<file path="src/rtl/elbeth_load_store_unit_pkg.sv">
// Shared encodings and helpers for the elbeth memory stage: op codes, LSU
// states, alignment rules and store byte-lane steering.
package elbeth_load_store_unit_pkg;

    typedef enum logic [3:0] {
        MEM_NONE = 4'd0,
        MEM_LB   = 4'd1,
        MEM_LH   = 4'd2,
        MEM_LW   = 4'd3,
        MEM_LBU  = 4'd4,
        MEM_LHU  = 4'd5,
        MEM_SB   = 4'd6,
        MEM_SH   = 4'd7,
        MEM_SW   = 4'd8
    } mem_op_e;

    typedef enum logic [1:0] {
        LSU_IDLE = 2'd0,
        LSU_BUSY = 2'd1,
        LSU_DONE = 2'd2
    } lsu_state_e;

    function automatic logic is_store(input logic [3:0] op);
        return op >= MEM_SB;
    endfunction

    // Codes above MEM_SW are unassigned and treated like MEM_NONE.
    function automatic logic is_mem_op(input logic [3:0] op);
        return (op != MEM_NONE) && (op <= MEM_SW);
    endfunction

    function automatic logic is_aligned(input logic [3:0] op, input logic [1:0] off);
        case (op)
            MEM_LH, MEM_LHU, MEM_SH: return ~off[0];
            MEM_LW, MEM_SW:          return off == 2'b00;
            default:                 return 1'b1;
        endcase
    endfunction

    function automatic logic [3:0] store_be(input logic [3:0] op, input logic [1:0] off);
        case (op)
            MEM_SB:  return 4'b0001 << off;
            MEM_SH:  return off[1] ? 4'b1100 : 4'b0011;
            default: return 4'b1111;
        endcase
    endfunction

    function automatic logic [31:0] store_wdata(input logic [3:0] op, input logic [31:0] d);
        case (op)
            MEM_SB:  return {4{d[7:0]}};
            MEM_SH:  return {2{d[15:0]}};
            default: return d;
        endcase
    endfunction

endpackage

</file>
<file path="src/rtl/elbeth_load_align.sv">
// Picks the addressed byte/half out of a read word and sign/zero extends it.
module elbeth_load_align
    import elbeth_load_store_unit_pkg::*;
(
    input  logic [31:0] rdata,
    input  logic [1:0]  offset,
    input  logic [3:0]  op,
    output logic [31:0] result
);

    logic [31:0] shifted;

    always_comb begin
        shifted = rdata >> {offset, 3'b000};
        result  = rdata;
        case (op)
            MEM_LB:  result = {{24{shifted[7]}}, shifted[7:0]};
            MEM_LBU: result = {24'h0, shifted[7:0]};
            MEM_LH:  result = {{16{shifted[15]}}, shifted[15:0]};
            MEM_LHU: result = {16'h0, shifted[15:0]};
            default: result = rdata;
        endcase
    end

endmodule

</file>
<file path="src/rtl/elbeth_load_store_unit.sv">
// Memory stage: issues one valid/ready data-memory transaction per EX memory
// op, stalls EX while it is outstanding and returns extended load data.
module elbeth_load_store_unit
    import elbeth_load_store_unit_pkg::*;
#(
    parameter int ADDR_W = 32,
    parameter int DATA_W = 32
) (
    input  logic              clk,
    input  logic              rst_n,
    input  logic              ex_valid,
    input  logic              ex_flush,
    input  logic [3:0]        ex_mem_op,
    input  logic [ADDR_W-1:0] ex_address,
    input  logic [DATA_W-1:0] ex_store_data,
    output logic              stall,
    output logic              dmem_valid,
    input  logic              dmem_ready,
    output logic              dmem_we,
    output logic [ADDR_W-1:0] dmem_addr,
    output logic [DATA_W-1:0] dmem_wdata,
    output logic [3:0]        dmem_be,
    input  logic [DATA_W-1:0] dmem_rdata,
    output logic              wb_valid,
    output logic [DATA_W-1:0] wb_data,
    output logic              exc_load_misaligned,
    output logic              exc_store_misaligned,
    output logic [ADDR_W-1:0] exc_addr
);

    lsu_state_e        state_q, state_d;
    logic [ADDR_W-1:0] addr_q, addr_d;
    logic              we_q, we_d;
    logic [3:0]        be_q, be_d;
    logic [DATA_W-1:0] wdata_q, wdata_d;
    logic [3:0]        op_q, op_d;
    logic [DATA_W-1:0] wb_data_q, wb_data_d;
    logic              exc_ld_q, exc_ld_d;
    logic              exc_st_q, exc_st_d;
    logic [ADDR_W-1:0] exc_addr_q, exc_addr_d;
    logic              stall_c;
    logic              take_op;
    logic              aligned;
    logic [DATA_W-1:0] load_ext;

    elbeth_load_align u_load_align (
        .rdata  (dmem_rdata),
        .offset (addr_q[1:0]),
        .op     (op_q),
        .result (load_ext)
    );

    assign take_op = ex_valid && !ex_flush && is_mem_op(ex_mem_op);
    assign aligned = is_aligned(ex_mem_op, ex_address[1:0]);

    always_comb begin
        state_d    = state_q;
        addr_d     = addr_q;
        we_d       = we_q;
        be_d       = be_q;
        wdata_d    = wdata_q;
        op_d       = op_q;
        wb_data_d  = wb_data_q;
        exc_ld_d   = 1'b0;
        exc_st_d   = 1'b0;
        exc_addr_d = exc_addr_q;
        stall_c    = 1'b0;
        case (state_q)
            LSU_IDLE: begin
                if (take_op && aligned) begin
                    state_d = LSU_BUSY;
                    addr_d  = ex_address;
                    we_d    = is_store(ex_mem_op);
                    be_d    = store_be(ex_mem_op, ex_address[1:0]);
                    wdata_d = store_wdata(ex_mem_op, ex_store_data);
                    op_d    = ex_mem_op;
                    stall_c = 1'b1;
                end else if (take_op) begin
                    exc_ld_d   = !is_store(ex_mem_op);
                    exc_st_d   = is_store(ex_mem_op);
                    exc_addr_d = ex_address;
                end
            end
            // Stall through the completing cycle too, so DONE still sees
            // the instruction that issued.
            LSU_BUSY: begin
                stall_c = 1'b1;
                if (dmem_ready) begin
                    state_d = LSU_DONE;
                    if (!we_q) wb_data_d = load_ext;
                end
            end
            LSU_DONE: state_d = LSU_IDLE;
            default:  state_d = LSU_IDLE;
        endcase
    end

    always_ff @(posedge clk or negedge rst_n) begin
        if (!rst_n) begin
            state_q    <= LSU_IDLE;
            addr_q     <= '0;
            we_q       <= 1'b0;
            be_q       <= 4'b0000;
            wdata_q    <= '0;
            op_q       <= 4'd0;
            wb_data_q  <= '0;
            exc_ld_q   <= 1'b0;
            exc_st_q   <= 1'b0;
            exc_addr_q <= '0;
        end else begin
            state_q    <= state_d;
            addr_q     <= addr_d;
            we_q       <= we_d;
            be_q       <= be_d;
            wdata_q    <= wdata_d;
            op_q       <= op_d;
            wb_data_q  <= wb_data_d;
            exc_ld_q   <= exc_ld_d;
            exc_st_q   <= exc_st_d;
            exc_addr_q <= exc_addr_d;
        end
    end

    // The IDLE issue path is combinational from EX, so hold stall low in reset.
    assign stall                = stall_c && rst_n;
    assign dmem_valid           = (state_q == LSU_BUSY);
    assign dmem_we              = we_q;
    assign dmem_addr            = {addr_q[ADDR_W-1:2], 2'b00};
    assign dmem_wdata           = wdata_q;
    assign dmem_be              = be_q;
    assign wb_valid             = (state_q == LSU_DONE) && !we_q;
    assign wb_data              = wb_data_q;
    assign exc_load_misaligned  = exc_ld_q;
    assign exc_store_misaligned = exc_st_q;
    assign exc_addr             = exc_addr_q;

endmodule
</file>
<file path="config.mk">
export PLATFORM = sky130hd
export DESIGN_NAME = elbeth_load_store_unit
export DESIGN_NICKNAME = d
export VERILOG_FILES = /design/src/rtl/elbeth_load_store_unit_pkg.sv /design/src/rtl/elbeth_load_align.sv /design/src/rtl/elbeth_load_store_unit.sv
export SDC_FILE = /design/constraint.sdc
export NUM_CORES = 1
export LEC_CHECK = 0
export ABC_AREA = 1
export BUFFER_PORTS_ARGS = -buffer_cell sky130_fd_sc_hd__buf_2
export CORE_AREA = 3 3 130 132
export CTS_CLUSTER_DIAMETER = 80
export DETAILED_ROUTE_END_ITERATION = 10
export DIE_AREA = 0 0 133 135
export PLACE_DENSITY = 0.72
export SLEW_MARGIN = 10
export SYNTH_ARGS = -nofsm -noshare
export SYNTH_HDL_FRONTEND = slang
export SYNTH_SLANG_ARGS = --single-unit
</file>
<file path="constraint.sdc">
create_clock -name clk -period 2.9 [get_ports clk]
set_input_delay 0.87 -clock clk [delete_from_list [all_inputs] [get_ports clk]]
set_output_delay 0.87 -clock clk [all_outputs]
set_load 0.05 [all_outputs]
</file>
==> impl_metrics.yaml <==
outcome:
  status: "finished, final reports clean"
grt:
  number_of_global_route_vias_before_repair: 6422
  global_route_wire_length_before_repair_mm: 33.3
  globalRouteOverflowTotal: 0
  combined_global_route_utilization_of_all_metal_layers_pct: 22.9
  grt_max_degree: 142
  initial_antenna_violation_count: 2
sta:
  layout_min_cycle_time_ns: 2.81
  setup_violations: 0
  maxClockFrequency_mhz: 355
  relSlewSlack_pct: 45.0
  setup_slack_of_the_critical_path_after_layout_ns: 0.0865
  finalHoldViolCount: 0
  clock-skew-final_ns: 0.00937
  tns_ns: 0
  slew_violations: 0
  rsz0062_at_grt: "false"
  finalCritPeriodShare_pct: 97.0
  worstMarginPinSlew_ns: 0.825
synth:
  synthCells: 941
  syn_avg_cell_area_sq_um: 7.58
  synth_top_cell_area_share_pct: 49.4
  synth_sequential_area_ratio_pct: 49.4
  yosysTopAreaCell: "dfrtp_1"
  yosys_warnings: 0
  synth.top_cells.by_area: "dfrtp_1, nand2_1, nand3_1"
  post_synthesis_sequential_element_count: 141
  synth_cell_type_count: 24
  synth_area_sq_um: 7140
route:
  detail_route.drc_violations: 0
  totalWireLength_mm: 20.9
  detailroute.via_count: 6899
  drt.antenna.violating_nets: 0
  post_drt_wl_per_cell_um: 15.5
  detailed_routing_iterations_pass_1: 5
  vias_per_cell: 5.10
  drt_iter0_markers: 556
setup_path:
  critical_path_class: "primary input to output pin"
  r2r_start: "state_q[0]"
  crit_path_arrival_time_ns: 1.94
  slowest_stage: "clkbuf_4"
  crit_start: "ex_mem_op[0]"
  worst_setup_path_end_kind: "output pin"
  crit_path_start_kind: "primary input"
  critical-path-max-stage-delay_ns: 0.25
  path_max_fanout: 6
  worstPathCellList: "buf_2, nor2_1, a21oi_1, nor2_4, nand2_2, a21oi_4, clkbuf_4"
  required_ns: 2.03
clocking:
  cts_root_buffer: "clkbuf_16"
  cts.clk_slew.worst_paths_ns: 0.06
  cts_inserted_buffers: 17
  worst_skew_pair.late_latency_ns: 0.42
  cts_tree: "done"
  cts.hold.buffers_added: 0
  clock_sink_count: 141
  clock_tree.htree_level_count: 4
  cts-root-to-sink-buffers: 2
die:
  die_h_um: 135
  core_area_sq_um: 15800
  floorplan_row_count: 46
  die-area_sq_um: 18000
  die_x_um: 133
  io_pins: 243
  initial_utilization_pct: 45.1
layout:
  final_cell_mix: "nand2_1, buf_2, dfrtp_1"
  antennaDiodeCount: 0
  layout_commonest_cell: "nand2_1"
  syn_to_final_growth_pct: 24.0
  post_route_cells_drive_above_1_share_pct: 26.3
  fill_cells: 1527
  finish.net_count: 1230
  fin_util_pct: 55.9
placement:
  detailed_place_hpwl_mm: 14.0
  detailedPlace.worstSlack_ns: 0.0523
  port_buffers: 240
  gp_congestion: 0.910
pwr:
  switching_share_pct: 48.7
  internal_power_mw: 4.95
  clock_share_of_power_pct: 23.6
  seqPwrFrac_pct: 30.9
  power.static_leakage_nw: 5.01
  vdd.ir_drop.worst_mv: 0.656
  netSwitchingPower_mw: 4.70
  power.combinational.fraction_pct: 45.5
  pwr_density_cell_nw_per_um2: 1090
worst_hold_path:
  hold_class: "flop to flop"
  holdCritStartpoint: "dmem_wdata[2]"
run:
  max_cap_violations: 0
cell type report:
class / count / area [sq um] / area share [%]
inverters: 42 / 158 / 1.78
clock inverters: 14 / 181 / 2.05
clock buffers: 18 / 439 / 4.96
repair buffers: 255 / 1350 / 15.2
well taps: 216 / 270 / 3.05
flip-flops and latches: 141 / 3530 / 39.9
multi-input cells: 668 / 2920 / 33.0
per-layer routing:
metal  wire (um)  vias to the layer above  track usage, %
met1        8790                     3222            30.0
li1            -                     3368               -
met5          25                        -               0
met4         431                        4            8.37
met3        1550                       43            5.89
met2       10100                      262            37.0
logic make-up after synthesis:
logic type	share of synthesized area, %
compound gates	3.82
buf+inv	9.91
flops	49.4
other cells	0.0526
simple gates	36.8
synth_stat cells, drive strengths merged:
cell	number
a21oi	3
buf	73
clkbuf	18
clkinv	1
conb	1
dfrtp	141
inv	41
nand2	377
nand3	130
nand3b	1
nand4	34
nor2	77
nor3	3
o211ai	21
o21ai	20
per-stage QoR:
stage / power, mW / area [sq um] / hold WS, ns / std cells
CTS: 9.74 / 8850 / 0.468 / 1354
floorplan: 6.47 / 7150 / 0.442 / 942
global route: 10.2 / 8850 / 0.481 / 1354
finish: 9.65 / 8850 / 0.464 / 1354
detailed placement: 7.42 / 8230 / 0.453 / 1322
global placement: 7.36 / 8230 / 0.449 / 1322
worst max-delay path, delay by kind of cell:
family	cells	cell delay, ns
AOI/OAI and AO/OA	2	0.24
buffers and inverters	2	0.39
and+or+nand+nor	3	0.44
timing repair:
item                       CTS  global route
setup buffers                0             0
setup endpoints to repair    0             1
resized for setup            0             1
registers in the layout, summed over array words and instances (netlist names):
name                  cells
dmem_be                   4
exc_store_misaligned      1
dmem_wdata               32
state_q                   2
wb_data                  32
dmem_we                   1
exc_load_misaligned       1
op_q                      4
exc_addr                 32
addr_q                   32
power by group through the flow:
stage | sequential (mW) | combinational (mW) | clock (mW)
after floorplan | 4.75 | 1.72 | 0
after global placement | 2.99 | 4.37 | 0
after detailed placement | 3.00 | 4.42 | 0
after CTS | 2.98 | 4.42 | 2.33
after global routing | 3.06 | 4.68 | 2.42
final | 2.98 | 4.39 | 2.28
path summary, 6_finish.rpt:
check | end | slack, ns | cells past startpoint
worst max-delay path | stall | 0.09 | 7
worst min-delay path | dmem_wdata[2] | 0.46 | 2
worst max register to register | exc_addr[2] | 1.03 | 8
worst min register to register | dmem_wdata[2] | 0.46 | 2
max in group asynchronous | addr_q[17] | 1.74 | 2
min in group asynchronous | wb_data[29] | 0.57 | 2
No activity file was read; power rests on OpenSTA's default activity.
